File: src/rtl/robo_pkg.sv
// Shared encodings for the robot actuator stage: FSM states, decoded commands, duty limits.
package robo_pkg;

    typedef enum logic [3:0] {
        ST_PARADO   = 4'd0,
        ST_RAMPA    = 4'd1,
        ST_CRUZEIRO = 4'd2,
        ST_FREIO    = 4'd3,
        ST_PAUSA    = 4'd4,
        ST_DESCE    = 4'd5,
        ST_FECHA    = 4'd6,
        ST_SOBE     = 4'd7
    } state_t;

    typedef enum logic [1:0] {
        CMD_NONE     = 2'd0,
        CMD_AVANCAR  = 2'd1,
        CMD_GIRAR    = 2'd2,
        CMD_RECOLHER = 2'd3
    } cmd_t;

    localparam int PWM_BITS_DEF = 4;

    function automatic int duty_max(input int bits);
        return (1 << bits) - 1;
    endfunction

    function automatic int max3(input int a, input int b, input int c);
        int m;
        m = (a > b) ? a : b;
        return (m > c) ? m : c;
    endfunction

    function automatic logic cmd_conflict(input logic a, input logic g, input logic r);
        return (a & g) | (a & r) | (g & r);
    endfunction

    // Conflicting requests collapse to NONE so the motors brake rather than guess.
    function automatic cmd_t decode_cmd(input logic a, input logic g, input logic r);
        if (cmd_conflict(a, g, r)) return CMD_NONE;
        if (a) return CMD_AVANCAR;
        if (g) return CMD_GIRAR;
        if (r) return CMD_RECOLHER;
        return CMD_NONE;
    endfunction

endpackage

File: src/rtl/robo_pwm.sv
// Free-running PWM counter and comparator; output is high while counter < duty.
// Duty 0 gives a constant low, all-ones duty gives high on all but one slot per period.
module robo_pwm #(
    parameter int PWM_BITS = 4
) (
    input  logic                clock,
    input  logic                reset,
    input  logic [PWM_BITS-1:0] duty,
    output logic                pwm
);

    logic [PWM_BITS-1:0] pwm_cnt_q;
    logic [PWM_BITS-1:0] pwm_cnt_d;

    always_comb begin
        pwm_cnt_d = pwm_cnt_q + PWM_BITS'(1);
    end

    always_ff @(posedge clock or negedge reset) begin
        if (!reset) begin
            pwm_cnt_q <= '0;
        end else begin
            pwm_cnt_q <= pwm_cnt_d;
        end
    end

    assign pwm = (pwm_cnt_q < duty);

endmodule

File: src/rtl/robo_atuador.sv
// Actuator stage: soft-ramped wheel motors with dead-time direction changes and a 3-phase claw.
// Commands are registered once, so the FSM reacts two posedges after a command is applied.
module robo_atuador
    import robo_pkg::*;
#(
    parameter int PWM_BITS         = PWM_BITS_DEF,
    parameter int RAMP_STEP_CYCLES = 4,
    parameter int DEADTIME_CYCLES  = 2,
    parameter int ARM_PHASE_CYCLES = 8
) (
    input  logic clock,
    input  logic reset,
    input  logic avancar,
    input  logic girar,
    input  logic recolher_entulho,
    output logic pwm_esq,
    output logic pwm_dir,
    output logic dir_esq,
    output logic dir_dir,
    output logic garra_desce,
    output logic garra_fecha,
    output logic ocupado,
    output logic erro_cmd
);

    localparam int CNT_MAX = max3(RAMP_STEP_CYCLES, DEADTIME_CYCLES, ARM_PHASE_CYCLES);
    localparam int CNT_W   = $clog2(CNT_MAX + 1);

    localparam logic [CNT_W-1:0]    RAMP_LAST = CNT_W'(RAMP_STEP_CYCLES - 1);
    localparam logic [CNT_W-1:0]    DEAD_LAST = CNT_W'(DEADTIME_CYCLES - 1);
    localparam logic [CNT_W-1:0]    ARM_LAST  = CNT_W'(ARM_PHASE_CYCLES - 1);
    localparam logic [PWM_BITS-1:0] DUTY_MAX  = PWM_BITS'(duty_max(PWM_BITS));

    state_t              state_q, state_d;
    cmd_t                cmd_q, cmd_d;
    cmd_t                motion;
    logic [PWM_BITS-1:0] duty_q, duty_d;
    logic [CNT_W-1:0]    cnt_q, cnt_d;
    logic                erro_q, erro_d;
    logic                dir_esq_q, dir_esq_d;
    logic                dir_dir_q, dir_dir_d;
    logic                desce_q, desce_d;
    logic                fecha_q, fecha_d;
    logic                ocupado_q, ocupado_d;
    logic                pwm_w;

    always_comb begin
        cmd_d     = decode_cmd(avancar, girar, recolher_entulho);
        erro_d    = cmd_conflict(avancar, girar, recolher_entulho);
        state_d   = state_q;
        duty_d    = duty_q;
        dir_esq_d = dir_esq_q;
        dir_dir_d = dir_dir_q;
        cnt_d     = cnt_q + CNT_W'(1);
        // The direction pins uniquely identify which motion is in progress.
        motion    = dir_esq_q ? CMD_AVANCAR : CMD_GIRAR;

        case (state_q)
            ST_PARADO, ST_PAUSA: begin
                duty_d = '0;
                if (state_q == ST_PARADO || cnt_q == DEAD_LAST) begin
                    case (cmd_q)
                        CMD_AVANCAR: begin
                            state_d   = ST_RAMPA;
                            dir_esq_d = 1'b1;
                            dir_dir_d = 1'b1;
                        end
                        CMD_GIRAR: begin
                            state_d   = ST_RAMPA;
                            dir_esq_d = 1'b0;
                            dir_dir_d = 1'b1;
                        end
                        CMD_RECOLHER: state_d = ST_DESCE;
                        default:      state_d = ST_PARADO;
                    endcase
                end
            end
            ST_RAMPA: begin
                if (cnt_q == RAMP_LAST) cnt_d = '0;
                if (cmd_q != motion) begin
                    state_d = ST_FREIO;
                end else if (cnt_q == RAMP_LAST) begin
                    if (duty_q != DUTY_MAX) duty_d = duty_q + PWM_BITS'(1);
                    if (duty_d == DUTY_MAX) state_d = ST_CRUZEIRO;
                end
            end
            ST_CRUZEIRO: begin
                duty_d = DUTY_MAX;
                if (cmd_q != motion) state_d = ST_FREIO;
            end
            ST_FREIO: begin
                if (cnt_q == RAMP_LAST) cnt_d = '0;
                if (duty_q == '0) begin
                    state_d = ST_PAUSA;
                end else if (cnt_q == RAMP_LAST) begin
                    duty_d = duty_q - PWM_BITS'(1);
                    if (duty_d == '0) state_d = ST_PAUSA;
                end
            end
            ST_DESCE: begin
                duty_d = '0;
                if (cnt_q == ARM_LAST) state_d = ST_FECHA;
            end
            ST_FECHA: begin
                duty_d = '0;
                if (cnt_q == ARM_LAST) state_d = ST_SOBE;
            end
            ST_SOBE: begin
                duty_d = '0;
                if (cnt_q == ARM_LAST) state_d = ST_PARADO;
            end
            default: begin
                state_d = ST_PARADO;
                duty_d  = '0;
            end
        endcase

        if (state_d != state_q || state_q == ST_PARADO || state_q == ST_CRUZEIRO) cnt_d = '0;

        desce_d   = (state_d == ST_DESCE) || (state_d == ST_FECHA);
        fecha_d   = (state_d == ST_FECHA) || (state_d == ST_SOBE);
        ocupado_d = (state_d != ST_PARADO) || (duty_d != '0);
    end

    always_ff @(posedge clock or negedge reset) begin
        if (!reset) begin
            state_q   <= ST_PARADO;
            cmd_q     <= CMD_NONE;
            duty_q    <= '0;
            cnt_q     <= '0;
            erro_q    <= 1'b0;
            dir_esq_q <= 1'b0;
            dir_dir_q <= 1'b0;
            desce_q   <= 1'b0;
            fecha_q   <= 1'b0;
            ocupado_q <= 1'b0;
        end else begin
            state_q   <= state_d;
            cmd_q     <= cmd_d;
            duty_q    <= duty_d;
            cnt_q     <= cnt_d;
            erro_q    <= erro_d;
            dir_esq_q <= dir_esq_d;
            dir_dir_q <= dir_dir_d;
            desce_q   <= desce_d;
            fecha_q   <= fecha_d;
            ocupado_q <= ocupado_d;
        end
    end

    robo_pwm #(
        .PWM_BITS(PWM_BITS)
    ) u_pwm (
        .clock(clock),
        .reset(reset),
        .duty (duty_q),
        .pwm  (pwm_w)
    );

    assign pwm_esq     = pwm_w;
    assign pwm_dir     = pwm_w;
    assign dir_esq     = dir_esq_q;
    assign dir_dir     = dir_dir_q;
    assign garra_desce = desce_q;
    assign garra_fecha = fecha_q;
    assign ocupado     = ocupado_q;
    assign erro_cmd    = erro_q;

endmodule

File: config.mk
export PLATFORM = sky130hd
export DESIGN_NAME = robo_atuador
export DESIGN_NICKNAME = d
export VERILOG_FILES = /design/src/rtl/robo_pkg.sv /design/src/rtl/robo_pwm.sv /design/src/rtl/robo_atuador.sv
export SDC_FILE = /design/constraint.sdc
export NUM_CORES = 1
export LEC_CHECK = 0
export ABC_CLOCK_PERIOD_IN_PS = 5650
export CAP_MARGIN = 15
export CORE_MARGIN = 1
export CORE_UTILIZATION = 59
export CTS_CLUSTER_DIAMETER = 120
export DETAILED_ROUTE_END_ITERATION = 16
export PLACE_DENSITY = 0.77
export SLEW_MARGIN = 20
export SYNTH_ARGS = -nofsm -noshare
export SYNTH_HDL_FRONTEND = slang
export SYNTH_SLANG_ARGS = --single-unit
export TNS_END_PERCENT = 20
File: constraint.sdc
create_clock -name clock -period 5.65 [get_ports clock]
set_input_delay 0.565 -clock clock [delete_from_list [all_inputs] [get_ports clock]]
set_output_delay 0.565 -clock clock [all_outputs]
set_load 0.05 [all_outputs]
==> out/metrics.cfg <==
[outcome]
status=complete, no violations

[critical_path]
start_kind=register
r2r_end=ocupado$_DFF_PN0_
arrival_ns=2.59
worstSetupStartpoint=duty_q[2]$_DFF_PN0_
endpoint=pwm_dir
r2r.worst_path.cells=7
reg2reg_slack_ns=3.02
worstPathMaxFanout=12
end_kind=output port
required_ns=5.09
worstSetupPathType=register to output port
crit-reg2reg-launch=duty_q[0]$_DFF_PN0_

[grt]
gr-total-overflow=0
grt_usage=0.2432
grt_first_pass_wirelength_um=6051
grt_pass1_vias=1322
grt_max_degree=25
antenna_found_initial=0

[worst_hold_path]
hold_path_class=input pin to async pin

[synth]
ys_seq_area_frac=0.3519
synthFlopType=dfrtp_1
synth-edff-count=0
syn_inst=179
synth_nets=196
synthDistinctLibCells=65
ys_seq_elements=24
async_flop_share=1.000
yosysWarnings=0
synthesis.area_mm2=0.001707
syn_avg_cell_area_um2=9.534

[floorplanning]
die_x_um=55.78
fp.dieH_um=55.78
dieArea_mm2=0.003111
placementRows=19
io_pins=13
start_util=0.6189
core_area_mm2=0.002758

[pwr]
power_mw=0.7289
peakVddDrop_mv=0.2948
power.leakage_nw=0.7599
p_per_area_mw_per_mm2=397.6

[place]
hpwl_um=2598
routabilityCongestion=0.8640
port_buffers=12

[clock_network]
cts_tree=done
cts.repair.resized=0
cts_sinks=24
postCtsSetupBuffers=0
path_clk_slew_ns=0.13
hold_buffers=0
clockBufferDepth=2
cts_root_buf=clkbuf_4
cts_buffers=3
clk_latency_ns=0.30
htreeDepth=1

[final_layout]
antennaDiodeCount=0
area_growth_pct=7.405
final_nets=203
drive_gt1_frac=0.07609

[sta]
final-max-slew-violation-count=0
fin_tns_setup_ns=0
fmax_mhz=317.1
worst_pin_slew_ns=0.8000
period_minus_slack_ns=3.153
fin_crit_sh=0.5581
skew_ns=0.003102
rsz0062_at_grt=false
hold_viol_final=0
slew_headroom=0.4529
final-setup-viol-count=0

[detailed_routing]
routed_via_density=6.433
wirelength_um=3478
drt_first_pass_iters=4
postRouteAntennaNets=0
routed-via-count=1383
drc=0
drt_iter0_drc=65
wire_per_inst_um=16.18

[job]
cap_violations=0

## registers in the layout, indices dropped and copies added (netlist names)
| signal | flops |
|---|---|
| cnt_q | 4 |
| duty_q | 4 |
| state_q | 4 |
| u_pwm.pwm_cnt_q | 4 |
| cmd_q | 2 |
| dir_dir | 1 |
| dir_esq | 1 |
| erro_cmd | 1 |
| garra_desce | 1 |
| garra_fecha | 1 |
| ocupado | 1 |
## worst max-delay path, cell delays in order, from the launching register on
cell and delay (ns):
dfrtp_1 0.61, inv_1 0.17, ha_1 0.31, o21ai_0 0.07, nand2b_1 0.07, a21oi_1 0.20
clkdlybuf4s50_1 0.85
## logic make-up after synthesis
kind of cell             count (synthesis)  share of synthesized area
AO/OA/AOI/OAI                           44                     0.2046
XOR/XNOR                                10                    0.05132
adder cells (fa/ha/maj)                 13                    0.09384
buffers and inverters                   22                    0.05571
flip-flops                              24                     0.3519
multiplexers                             2                    0.01173
other                                    1                   0.002197
AND/OR/NAND/NOR                         63                     0.2288
## placed cells by master (no fill, tap or decap), drive strengths merged, types with 5 or more instances in the layout
cell and n:
xnor2 7, nand2 8, nand4 5, inv 12, ha 12, a21oi 8, dfrtp 24, o21ai 7
o211ai 5, nor2 14, clkdlybuf4s50 11, nand3 6
## synthesized netlist by cell type (2+ instances only)
| cell type | count | share of area |
|---|---|---|
| a221oi_1 | 2 | 0.010 |
| o31ai_1 | 2 | 0.0088 |
| nand3b_1 | 2 | 0.0088 |
| or3_1 | 2 | 0.0073 |
| ha_1 | 12 | 0.088 |
| nor3_1 | 3 | 0.0088 |
| nor2_1 | 14 | 0.031 |
| nand4b_1 | 2 | 0.010 |
| a21oi_1 | 8 | 0.023 |
| o211ai_1 | 4 | 0.018 |
| clkbuf_1 | 4 | 0.0088 |
| xnor2_1 | 7 | 0.036 |
| mux2i_1 | 2 | 0.012 |
| buf_2 | 4 | 0.012 |
| xor2_1 | 3 | 0.015 |
| buf_4 | 2 | 0.0088 |
| nand2_1 | 8 | 0.018 |
| dfrtp_1 | 24 | 0.35 |
| a211oi_1 | 2 | 0.0088 |
| o21ai_0 | 6 | 0.018 |
| o2111ai_1 | 2 | 0.010 |
| nand4_1 | 4 | 0.015 |
| or3b_1 | 2 | 0.010 |
| nand3_1 | 6 | 0.018 |
| nor3b_1 | 2 | 0.0088 |
| inv_1 | 11 | 0.024 |
## final cells by class
type | count | area [um^2]
multi-input cells | 133 | 1011
fillers | 226 | 924.6
flip-flops and latches | 24 | 600.6
repair buffers | 12 | 115.1
inverters | 12 | 45.04
well taps | 31 | 38.79
clock buffers | 3 | 22.52
## how the worst min path moves through the flow
| stage | end | cells after the start |
|---|---|---|
| 3_3_place_gp | u_pwm.pwm_cnt_q[0]$_DFF_PN0_ | 1 |
| 4_1_cts | u_pwm.pwm_cnt_q[0]$_DFF_PN0_ | 1 |
| 6_report | state_q[2]$_DFF_PN0_ | 1 |
| 5_1_grt | state_q[2]$_DFF_PN0_ | 1 |
| 3_5_place_dp | dir_dir$_DFFE_PN0P_ | 1 |
| 2_1_floorplan | cmd_q[0]$_DFF_PN0_ | 0 |
## per-stage QoR
stage	hold slack, ns	cells	setup slack [ns]	instance area (um^2)	util
final	0.2089	215	2.497	1833	0.6647
after global routing	0.2376	215	2.317	1833	0.6647
after CTS	0.4898	215	2.480	1838	0.6665
after detailed placement	0.4642	212	2.827	1815	0.6583
after global placement	0.4522	212	2.940	1815	0.6583
after floorplan	0.2694	179	2.815	1707	-
## power by group
part           internal, mW  leakage [nW]  total [mW]  switching, mW
Sequential            0.202         0.309       0.271         0.0686
Combinational         0.151         0.438       0.384          0.233
Clock                0.0248        0.0138      0.0743         0.0495
Total                 0.378         0.760       0.729          0.351
## metal layers
metal / GRT usage / vias to the layer above / part of all wire
li1: - / 674 / -
met2: 0.3941 / 34 / 0.48
met5: 0 / - / 0
met1: 0.3328 / 671 / 0.47
met3: 0.03488 / 4 / 0.037
met4: 0.08571 / 0 / 0.014
Power figures use the tool's default switching activity.
